## config.mk

```make
export PLATFORM = sky130hd
export DESIGN_NAME = vga_timing_pipe_flat
export DESIGN_NICKNAME = d
export VERILOG_FILES = /design/src/rtl/vga_pkg.sv /design/src/rtl/vga_timing_pipe_if.sv /design/src/rtl/vga_delay_line.sv /design/src/rtl/vga_timing_pipe.sv /design/src/flat_wrapper.sv
export SDC_FILE = /design/constraint.sdc
export NUM_CORES = 1
export LEC_CHECK = 0
export BUFFER_PORTS_ARGS = -buffer_cell sky130_fd_sc_hd__buf_2
export CORE_UTILIZATION = 48
export DETAILED_ROUTE_END_ITERATION = 10
export GPL_TIMING_DRIVEN = 1
export PLACE_DENSITY = 0.77
export SETUP_SLACK_MARGIN = 0.05
export SLEW_MARGIN = 20
export SYNTH_ARGS = -nofsm -noshare
export SYNTH_HDL_FRONTEND = slang
export SYNTH_SLANG_ARGS = --single-unit
export TNS_END_PERCENT = 50
```

## constraint.sdc

```tcl
create_clock -name clk_pix -period 2.2 [get_ports clk_pix]
set_clock_uncertainty 0.05 [all_clocks]
set_input_delay 0.11 -clock clk_pix [delete_from_list [all_inputs] [get_ports clk_pix]]
set_output_delay 0.11 -clock clk_pix [all_outputs]
set_load 0.02 [all_outputs]
```

## src/rtl/vga_pkg.sv

```systemverilog
// Shared constants, mode encodings and small helpers for the VGA timing pipe.
package vga_pkg;

  // 640x480 @ 60 Hz timing (25.175 MHz pixel clock)
  localparam int VGA_H_ACTIVE = 640;
  localparam int VGA_H_FP     = 16;
  localparam int VGA_H_SYNC   = 96;
  localparam int VGA_H_BP     = 48;
  localparam int VGA_V_ACTIVE = 480;
  localparam int VGA_V_FP     = 10;
  localparam int VGA_V_SYNC   = 2;
  localparam int VGA_V_BP     = 33;

  // Default colour channel widths (RGB332)
  localparam int VGA_RW = 3;
  localparam int VGA_GW = 3;
  localparam int VGA_BW = 2;

  // Output source selection
  typedef enum logic [1:0] {
    MODE_RENDER = 2'd0,
    MODE_BARS   = 2'd1,
    MODE_SOLID  = 2'd2,
    MODE_BLACK  = 2'd3
  } mode_e;

  // True when lo <= pos < hi; used for sync window decoding.
  function automatic logic in_range(input logic [9:0] pos, input int lo, input int hi);
    return (int'(pos) >= lo) && (int'(pos) < hi);
  endfunction

endpackage

```

## src/rtl/vga_timing_pipe_if.sv

```systemverilog
// Renderer-facing bus: coordinates out, colour back after RENDER_LAT cycles.
interface vga_timing_pipe_if #(
  parameter int CW = 8
);
  logic [9:0]    sx;
  logic [9:0]    sy;
  logic          de;
  logic          frame_start;
  logic [CW-1:0] rgb_in;

  modport master (output sx, sy, de, frame_start, input rgb_in);
  modport slave  (input sx, sy, de, frame_start, output rgb_in);
endinterface

```

## src/rtl/vga_delay_line.sv

```systemverilog
// Fixed-depth register delay line; depth 0 degenerates to a wire.
module vga_delay_line #(
  parameter int           W       = 1,
  parameter int           DEPTH   = 0,
  parameter logic [W-1:0] RST_VAL = '0
) (
  input  logic         clk,
  input  logic         rst,
  input  logic [W-1:0] d,
  output logic [W-1:0] q
);

  generate
    if (DEPTH == 0) begin : g_bypass
      logic unused_clk_rst;
      assign unused_clk_rst = clk ^ rst;
      assign q = d;
    end else begin : g_pipe
      logic [W-1:0] stage_r [DEPTH];

      // Shift register; reset fills every stage with the idle value.
      always_ff @(posedge clk or negedge rst) begin
        if (!rst) begin
          for (int i = 0; i < DEPTH; i++) stage_r[i] <= RST_VAL;
        end else begin
          stage_r[0] <= d;
          for (int i = 1; i < DEPTH; i++) stage_r[i] <= stage_r[i-1];
        end
      end

      assign q = stage_r[DEPTH-1];
    end
  endgenerate

endmodule

```

## src/rtl/vga_timing_pipe.sv

```systemverilog
// Display timing generator with latency-matched sync/blank and pattern mux.
module vga_timing_pipe
  import vga_pkg::*;
#(
  parameter int H_ACTIVE   = VGA_H_ACTIVE,
  parameter int H_FP       = VGA_H_FP,
  parameter int H_SYNC     = VGA_H_SYNC,
  parameter int H_BP       = VGA_H_BP,
  parameter int V_ACTIVE   = VGA_V_ACTIVE,
  parameter int V_FP       = VGA_V_FP,
  parameter int V_SYNC     = VGA_V_SYNC,
  parameter int V_BP       = VGA_V_BP,
  parameter bit H_POL      = 1'b0,
  parameter bit V_POL      = 1'b0,
  parameter int RENDER_LAT = 0,
  parameter int RW         = VGA_RW,
  parameter int GW         = VGA_GW,
  parameter int BW         = VGA_BW
) (
  input  logic                clk_pix,
  input  logic                rst,
  input  logic [1:0]          mode,
  input  logic [RW+GW+BW-1:0] solid_rgb,
  vga_timing_pipe_if.master   ren,
  output logic [15:0]         frame_count,
  output logic                vga_hsync,
  output logic                vga_vsync,
  output logic [RW-1:0]       vga_r,
  output logic [GW-1:0]       vga_g,
  output logic [BW-1:0]       vga_b
);

  localparam int H_TOTAL = H_ACTIVE + H_FP + H_SYNC + H_BP;
  localparam int V_TOTAL = V_ACTIVE + V_FP + V_SYNC + V_BP;
  localparam int CW      = RW + GW + BW;
  localparam int BAR_W   = H_ACTIVE / 8;
  localparam int DLW     = 13;

  logic [9:0]    sx_r, sy_r, sx_nxt_s, sy_nxt_s;
  logic          de_r, fs_r, hs_act_r, vs_act_r;
  logic [15:0]   fc_r;
  mode_e         mode_r, mode_cur_s;
  logic [DLW-1:0] dl_in_s, dl_out_s;
  logic          hs_d_s, vs_d_s, de_d_s;
  logic [9:0]    sx_d_s;
  logic [2:0]    bar_s;
  logic [CW-1:0] colour_s;

  // Next raster position: wrap sx at line end, sy at frame end.
  always_comb begin
    sx_nxt_s = sx_r + 10'd1;
    sy_nxt_s = sy_r;
    if (sx_r == 10'(H_TOTAL - 1)) begin
      sx_nxt_s = 10'd0;
      if (sy_r == 10'(V_TOTAL - 1)) sy_nxt_s = 10'd0;
      else                          sy_nxt_s = sy_r + 10'd1;
    end else begin
      sx_nxt_s = sx_r + 10'd1;
    end
  end

  // Counter-aligned state: position flags are decoded from the next position so they line up with sx/sy.
  always_ff @(posedge clk_pix or negedge rst) begin
    if (!rst) begin
      sx_r     <= 10'd0;
      sy_r     <= 10'd0;
      de_r     <= 1'b1;
      fs_r     <= 1'b1;
      hs_act_r <= 1'b0;
      vs_act_r <= 1'b0;
      fc_r     <= 16'd0;
      mode_r   <= MODE_RENDER;
    end else begin
      sx_r     <= sx_nxt_s;
      sy_r     <= sy_nxt_s;
      de_r     <= (int'(sx_nxt_s) < H_ACTIVE) && (int'(sy_nxt_s) < V_ACTIVE);
      fs_r     <= (sx_nxt_s == 10'd0) && (sy_nxt_s == 10'd0);
      hs_act_r <= in_range(sx_nxt_s, H_ACTIVE + H_FP, H_ACTIVE + H_FP + H_SYNC);
      vs_act_r <= in_range(sy_nxt_s, V_ACTIVE + V_FP, V_ACTIVE + V_FP + V_SYNC);
      if ((sx_r == 10'(H_TOTAL - 1)) && (sy_r == 10'(V_TOTAL - 1))) fc_r <= fc_r + 16'd1;
      if (fs_r) mode_r <= mode_e'(mode);
    end
  end

  assign ren.sx          = sx_r;
  assign ren.sy          = sy_r;
  assign ren.de          = de_r;
  assign ren.frame_start = fs_r;
  assign frame_count     = fc_r;

  // Match sync/blank/column to the renderer latency (sync stored as active flags, idle = 0).
  assign dl_in_s = {hs_act_r, vs_act_r, de_r, sx_r};

  vga_delay_line #(
    .W      (DLW),
    .DEPTH  (RENDER_LAT),
    .RST_VAL(13'd0)
  ) u_dly (
    .clk(clk_pix),
    .rst(rst),
    .d  (dl_in_s),
    .q  (dl_out_s)
  );

  assign {hs_d_s, vs_d_s, de_d_s, sx_d_s} = dl_out_s;

  // In the frame_start cycle the mode being latched already governs the new frame,
  // so pixel (0,0) uses it even with zero render latency.
  assign mode_cur_s = fs_r ? mode_e'(mode) : mode_r;

  // Colour source mux; blanking always forces black.
  always_comb begin
    bar_s    = 3'(sx_d_s / 10'(BAR_W));
    colour_s = '0;
    if (!de_d_s) begin
      colour_s = '0;
    end else begin
      case (mode_cur_s)
        MODE_RENDER: colour_s = ren.rgb_in;
        MODE_BARS:   colour_s = {{RW{bar_s[2]}}, {GW{bar_s[1]}}, {BW{bar_s[0]}}};
        MODE_SOLID:  colour_s = solid_rgb;
        MODE_BLACK:  colour_s = '0;
        default:     colour_s = '0;
      endcase
    end
  end

  // VGA pin register: sync at configured polarity, colour from the mux.
  always_ff @(posedge clk_pix or negedge rst) begin
    if (!rst) begin
      vga_hsync <= ~H_POL;
      vga_vsync <= ~V_POL;
      vga_r     <= '0;
      vga_g     <= '0;
      vga_b     <= '0;
    end else begin
      vga_hsync <= hs_d_s ? H_POL : ~H_POL;
      vga_vsync <= vs_d_s ? V_POL : ~V_POL;
      {vga_r, vga_g, vga_b} <= colour_s;
    end
  end

endmodule

```

## src/flat_wrapper.sv

```systemverilog
// flat-port wrapper written by rule: the top's interface ports become plain ports
module vga_timing_pipe_flat import vga_pkg::*;
#(
  parameter int H_ACTIVE   = VGA_H_ACTIVE,
  parameter int H_FP       = VGA_H_FP,
  parameter int H_SYNC     = VGA_H_SYNC,
  parameter int H_BP       = VGA_H_BP,
  parameter int V_ACTIVE   = VGA_V_ACTIVE,
  parameter int V_FP       = VGA_V_FP,
  parameter int V_SYNC     = VGA_V_SYNC,
  parameter int V_BP       = VGA_V_BP,
  parameter bit H_POL      = 1'b0,
  parameter bit V_POL      = 1'b0,
  parameter int RENDER_LAT = 0,
  parameter int RW         = VGA_RW,
  parameter int GW         = VGA_GW,
  parameter int BW         = VGA_BW
)
  (clk_pix, rst, mode, solid_rgb, frame_count, vga_hsync, vga_vsync, vga_r, vga_g, vga_b, ren_sx, ren_sy, ren_de, ren_frame_start, ren_rgb_in);
  vga_timing_pipe_if ren_i ();
  input  logic clk_pix;
  input  logic rst;
  input  logic [1:0] mode;
  input  logic [RW+GW+BW-1:0] solid_rgb;
  output logic [15:0] frame_count;
  output logic vga_hsync;
  output logic vga_vsync;
  output logic [RW-1:0] vga_r;
  output logic [GW-1:0] vga_g;
  output logic [BW-1:0] vga_b;
  output wire logic [$bits(ren_i.sx)-1:0] ren_sx;
  output wire logic [$bits(ren_i.sy)-1:0] ren_sy;
  output wire logic [$bits(ren_i.de)-1:0] ren_de;
  output wire logic [$bits(ren_i.frame_start)-1:0] ren_frame_start;
  input wire logic [$bits(ren_i.rgb_in)-1:0] ren_rgb_in;
  assign ren_sx = ren_i.sx;
  assign ren_sy = ren_i.sy;
  assign ren_de = ren_i.de;
  assign ren_frame_start = ren_i.frame_start;
  assign ren_i.rgb_in = ren_rgb_in;
  vga_timing_pipe #(.H_ACTIVE(H_ACTIVE), .H_FP(H_FP), .H_SYNC(H_SYNC), .H_BP(H_BP), .V_ACTIVE(V_ACTIVE), .V_FP(V_FP), .V_SYNC(V_SYNC), .V_BP(V_BP), .H_POL(H_POL), .V_POL(V_POL), .RENDER_LAT(RENDER_LAT), .RW(RW), .GW(GW), .BW(BW)) u_core (.clk_pix(clk_pix), .rst(rst), .mode(mode), .solid_rgb(solid_rgb), .ren(ren_i), .frame_count(frame_count), .vga_hsync(vga_hsync), .vga_vsync(vga_vsync), .vga_r(vga_r), .vga_g(vga_g), .vga_b(vga_b));
endmodule
```

# After elaboration in Yosys (flattened, before gate mapping)
# Cells that the tools add are included.
# W data, S select, Z words.
dict set report word_totals {
  reg_bits 52
  latchBits 0
  mem_bits_rw 0
  rom_bits 0
  inputBits 20
  output_inout_bits 48
  wordCells 44
  memories 0
}
dict set report classes {
  add_sub_neg 3
  mul 0
  n_div 1
  magnitude_cmp 6
  eq_ne 5
  shifts 0
  n_mux 8
  bitwise_logic 0
  n_reduce_logical 8
}
# op n
set ops {}
lappend ops {{$pmux W8 S4} 1}
lappend ops {{$mux W10} 3}
lappend ops {{$add A10 B1 Y10 const B} 2}
lappend ops {{$eq A10 B10 Y1 const B} 2}
lappend ops {{$logic_not A10 Y1} 2}
lappend ops {{$lt A10 B10 Y1 const B} 2}
lappend ops {{$lt A10 B9 Y1 const B} 2}
lappend ops {{$add A16 B1 Y16 const B} 1}
lappend ops {{$div A10 B7 Y10 const B} 1}
lappend ops {{$ge A10 B10 Y1 const B} 1}
lappend ops {{$ge A10 B9 Y1 const B} 1}
lappend ops {{$mux W8} 1}
lappend ops {{$logic_and A1 B1 Y1} 5}
lappend ops {{$eq A2 B2 Y1 const B} 2}
lappend ops {{$eq A2 B1 Y1 const B} 1}
lappend ops {{$logic_not A2 Y1} 1}
lappend ops {{$mux W1} 2}
lappend ops {{$mux W2} 1}

# Depth between registers and ports, before layout
dict set report logic_depth {
  word_depth 5
  depth_mapped 8
  ltp_nobuf 7
}

# By module
# Synthesis repeated with hierarchy kept, for this count alone.
dict set report hier_totals {
  hier_cells 299
  area_unflattened_um2 2917.8
}
# module instances cells_per_inst area_per_inst_um2 seq_area_each_um2
set by_module_without_submodules {}
lappend by_module_without_submodules {vga_timing_pipe 1 286 2820.2 1306.3}
lappend by_module_without_submodules {vga_delay_line 1 13 97.6 0.0}

# Worst setup path after synthesis
# OpenSTA, ideal clock, no wires.
dict set report synth_timing {
  path_type {register to register}
  from {register u_core.sx_r[0] (netlist: u_core.ren.sx[0])}
  to {register u_core.fc_r[15] (netlist: u_core.frame_count[15])}
  setup_ns 0.128
  arrival_time_ns 2.072
  required_ns 2.022
  setup_slack_ns -0.051
  path_stages_with_launch 8
  path_buffers 0
  period_less_slack_ns 2.251
  path_cell_list {dfrtp_1 ha_1 and3_1 nand3_4 or2_2 nor4_4 nand4_1 xnor2_1}
}
dict set report synth_via {
  elab_chain_cells 2
}
# item line
set synth_lines {}
lappend synth_lines {{start: declaration} vga_timing_pipe.sv:39} ;# logic [9:0] sx_r, sy_r, sx_nxt_s, sy_nxt_s;
lappend synth_lines {{start signal: assignment} vga_timing_pipe.sv:74} ;# sx_r <= sx_nxt_s;
lappend synth_lines {{$eq A10 B10 Y1} vga_timing_pipe.sv:80} ;# if ((sx_r == 10'(H_TOTAL - 1)) && (sy_r == 10'(V_TOTAL - 1))) fc_r <= fc_r + 16'd1;
lappend synth_lines {{$logic_and A1 B1 Y1} vga_timing_pipe.sv:80}
lappend synth_lines {{end signal: assignment} vga_timing_pipe.sv:80}
lappend synth_lines {{end: declaration} vga_timing_pipe.sv:41} ;# logic [15:0] fc_r;
# No other way between the ends.
# A chain may end at the register's enable or synchronous reset.

# Worst setup path in the final report
dict set report layout_timing {
  from {register u_core.sy_r[3] (netlist: u_core.ren.sy[3])}
  to {register u_core.fs_r (netlist: u_core.ren.frame_start)}
}
dict set report layout_via {
  elab_chain_cells 5
  word_cells_on_any_way 6
  classes_between {add/sub (1); eq/ne (1); mux (2); reduce/logical (2)}
}
# item line
set layout_lines {}
lappend layout_lines {{start: declaration} vga_timing_pipe.sv:39}
lappend layout_lines {{start signal: assignment} vga_timing_pipe.sv:75} ;# sy_r <= sy_nxt_s;
lappend layout_lines {{$add A10 B1 Y10 / $eq A10 B10 Y1 (equally long branches)} {vga_timing_pipe.sv:56, vga_timing_pipe.sv:55}}
lappend layout_lines {{$mux W10} vga_timing_pipe.sv:55} ;# if (sy_r == 10'(V_TOTAL - 1)) sy_nxt_s = 10'd0;
lappend layout_lines {{$mux W10 (*)} vga_timing_pipe.sv:53} ;# if (sx_r == 10'(H_TOTAL - 1)) begin
lappend layout_lines {{$logic_not A10 Y1 (*)} vga_timing_pipe.sv:77} ;# fs_r <= (sx_nxt_s == 10'd0) && (sy_nxt_s == 10'd0);
lappend layout_lines {{$logic_and A1 B1 Y1 (*)} vga_timing_pipe.sv:77}
lappend layout_lines {{end signal: assignment} vga_timing_pipe.sv:77}
lappend layout_lines {{end: declaration} vga_timing_pipe.sv:40} ;# logic de_r, fs_r, hs_act_r, vs_act_r;
# Every way passes the cells marked *; elsewhere a longest branch is shown, timed or not.

==> key figures <==
Run status
  • Status: finished, final reports clean

Place
  • Port Buffers: 67
  • Place WS: between 0.01 and 0.015 ns
  • Final RePlAce weighted congestion: 0.933
  • Post-detail-place hpwl: 5120 µm
  • Area after DPL: approximately 0.0034 mm²

Detailed routing
  • Routed len/inst: 15.2 µm
  • Routed Antenna Nets: 0
  • Initial DRC Count: 71
  • Drt pass-1 iters: 4
  • Routed WL: 6990 µm
  • Vias/cell: between 5 and 6
  • # DRC: 0
  • Via count: around 2500

Timing
  • Setup_tns: 0 ns
  • Worst setup margin: 0.0689 ns
  • Fin. max-slew vios: 0
  • Final Hold Violating Endpoints: 0
  • Fmax achieved: ~470 MHz
  • Max_slew headroom: 66.2%
  • Worst-Margin Slew: between 0.5 and 0.6 ns
  • Number of setup violations in the final report: 0
  • Final Cycle Share: 96.9%
  • Fin crit period: 2.13 ns
  • RSZ-0062 raised after global routing: true

Critical path
  • Crit path max-delay family: simple AND/OR/NAND/NOR gates
  • Max incr delay on CP: 0.57 ns
  • WP data arrival: 2.33 ns
  • CP endpoint kind: flip-flop
  • Crit path max fanout: 10
  • WS Path Type: flip-flop to flip-flop
  • CP startpoint kind: flip-flop
  • Cell chain of the critical path: and4_1 > nand4_1 > o31ai_4 > a31oi_4 > nor4_2 > and4_1
  • Worst Path Buf+Inv: 0
  • Critical Path Most Common Cell: and4_1
  • CP required: about 2.4 ns
  • Slowest-stage cell, CP: dfrtp_1

Global routing
  • Congestion Overflow GR: 0
  • Number of global-route vias before repair: 2332
  • Largest net degree at the start of global routing: 33
  • Initial antenna violation count: 0
  • GRT Total Usage: a little under a quarter
  • First-pass GRT wire length: around 11000 µm

Final layout
  • Layout cells sized above 1: ~36%
  • Layout area overhead: 30.8%
  • Post-layout net count: roughly 410
  • Diode count: 0
  • Design Area, Final: ~0.0037 mm²
  • Fillers: 470
  • Most common library cell in the layout ignoring fill and taps: buf_2
  • Most frequent cells in the layout: 67 x buf_2, 46 x dfrtp_1, 38 x nand2_1

CTS
  • H-Tree Depth: 2
  • CTS root buf: clkbuf_8
  • Max Root-Sink Buffers: 2
  • Total CTS buffers: 5
  • Worst-Skew Late Latency: 0.30 ns
  • # clock sinks: 52
  • Worst-path clk slew: 0.09 ns
  • Clock tree from TritonCTS: yes

Synthesis
  • Top_reg_cell synth: dfrtp_1
  • Sequential share of the synthesized area: 46.1%
  • EDFF count, synth: 0
  • Synth Net Count: between 300 and 400
  • Synth cell types: 54
  • Syn Area/Cell: 9.55 µm²
  • Synth Register Bits: 52
  • Ys async rst share: 100%
  • Synth Instances: ~300
  • Mapped Area: 0.00284 mm²
  • Synth warnings: 0

Pwr
  • Internal power: 1.45 mW
  • Pwr dens: 484 mW/mm²
  • Clock network power share: 42.4%
  • Sequential power share: 53.7%
  • Worst vdd ir: 0.283 mV
  • Combinational Power Share: under 10%
  • Switching portion of total power: slightly below 20%
  • P_leak: roughly 1.8 nW
  • Psw: between 0.3 and 0.4 mW
  • Total power: 1.79 mW

Die
  • DIE AREA: around 0.0062 mm²
  • Core area: approximately 0.0056 mm²
  • Row count: 27
  • Chip width: slightly below 80 µm
  • Ports: 68
  • Initial core utilization: 50.6%
  • Die height: about 79 µm

Flow run
  • Max-Cap Viols: 0

Worst hold path
  • Hold Path Class: primary input to flip-flop
[power groups by stage]
| stage | combinational [mW] | clock [mW] | sequential (mW) |
|---|---|---|---|
| after floorplan | 0.0121 | 0 | 0.994 |
| after global placement | 0.0691 | 0 | 0.983 |
| after detailed placement | 0.0706 | 0 | 0.983 |
| after CTS | 0.0720 | 0.778 | 0.964 |
| after global routing | 0.0790 | 0.823 | 0.965 |
| final | 0.0698 | 0.761 | 0.964 |
[flip-flops by register name, summed over array words and instances (netlist names), 2 cells and up]
register and cells:
u_core.frame_count 16, u_core.ren.sx 10, u_core.vga_b 2, u_core.vga_r 3
u_core.vga_g 3, u_core.mode_r 2, u_core.ren.sy 10
[layer usage]
layer	GRT usage (%)	routed length (µm)
met4	8.55	157
met5	0	0
met3	4.37	340
met2	37.5	3370
met1	30.3	3120
[tightest hold or removal path, cell delays in order]
cell and delay (ns):
buf_2 0.08, nand2_1 0.04, a21oi_1 0.11, o21a_1 0.11
[path summary, 6_finish.rpt]
check                                      start                      to  slack [ns]  cells past startpoint
worst min register to register   u_core.hs_act_r        u_core.vga_hsync        0.31                      1
worst min-delay path               ren_rgb_in[0]         u_core.vga_b[0]        0.12                      4
min in group asynchronous                    rst   u_core.frame_count[4]        0.24                      2
worst max register to register  u_core.ren.sy[3]  u_core.ren.frame_start        0.07                      6
max in group asynchronous                    rst           u_core.ren.de        1.25                      3
worst max-delay path            u_core.ren.sy[3]  u_core.ren.frame_start        0.07                      6
[final cells by class]
type | instances | area (µm²) | share of cell area (%)
multi-input combinational | 213 | 1530 | 41.1
clock inverter | 2 | 60.1 | 1.62
clock buffer | 6 | 72.6 | 1.96
tap | 72 | 90.1 | 2.43
timing repair buffer | 99 | 591 | 15.9
sequential | 52 | 1310 | 35.3
inverter | 17 | 63.8 | 1.72
[cells in the mapped netlist (3+ instances only)]
| master | number | area share, % |
|---|---|---|
| ha_1 | 5 | 2.2 |
| a31oi_1 | 8 | 1.8 |
| xnor2_1 | 22 | 6.8 |
| buf_2 | 8 | 1.4 |
| and4_1 | 6 | 1.9 |
| clkbuf_1 | 3 | 0.40 |
| nor2_1 | 21 | 2.8 |
| nor3_1 | 6 | 1.1 |
| nand4_1 | 13 | 2.9 |
| and3_1 | 3 | 0.66 |
| buf_4 | 3 | 0.79 |
| dfstp_2 | 4 | 3.7 |
| xor2_1 | 6 | 1.9 |
| nand3_1 | 12 | 2.1 |
| nand2_1 | 38 | 5.0 |
| dfrtp_1 | 48 | 42 |
| o21a_1 | 8 | 2.1 |
| nor4_1 | 3 | 0.66 |
| a21oi_1 | 16 | 2.8 |
| a311oi_1 | 3 | 0.93 |
| inv_1 | 16 | 2.1 |
| o21ai_0 | 4 | 0.71 |
[timing repair]
| item | in CTS | in global routing |
|---|---|---|
| cloned | 0 | 0 |
| resized for setup | 1 | 24 |
| pin swaps | 0 | 5 |
| setup buffers | 2 | 0 |
| hold endpoints to repair | 20 | 0 |
| setup endpoints to repair | 2 | 6 |
| hold buffers | 1 | 0 |
[cells by family after synthesis]
logic type | share of synthesized area, %
flip-flops | 46.1
buffers and inverters | 4.98
AND/OR/NAND/NOR | 25.1
XOR/XNOR | 8.65
AO/OA/AOI/OAI | 11.6
multiplexers | 1.50
adder cells (fa/ha/maj) | 2.21
[metrics by stage]
stage | hold slack [ns] | cells | util, %
after floorplan | -0.236 | 297 | -
after global placement | 0.0465 | 450 | 61.0
final | 0.118 | 461 | 66.2
after CTS | 0.118 | 461 | 63.8
after detailed placement | 0.0530 | 450 | 61.0
after global routing | 0.118 | 461 | 66.2
(Power assumes the default switching activity.)
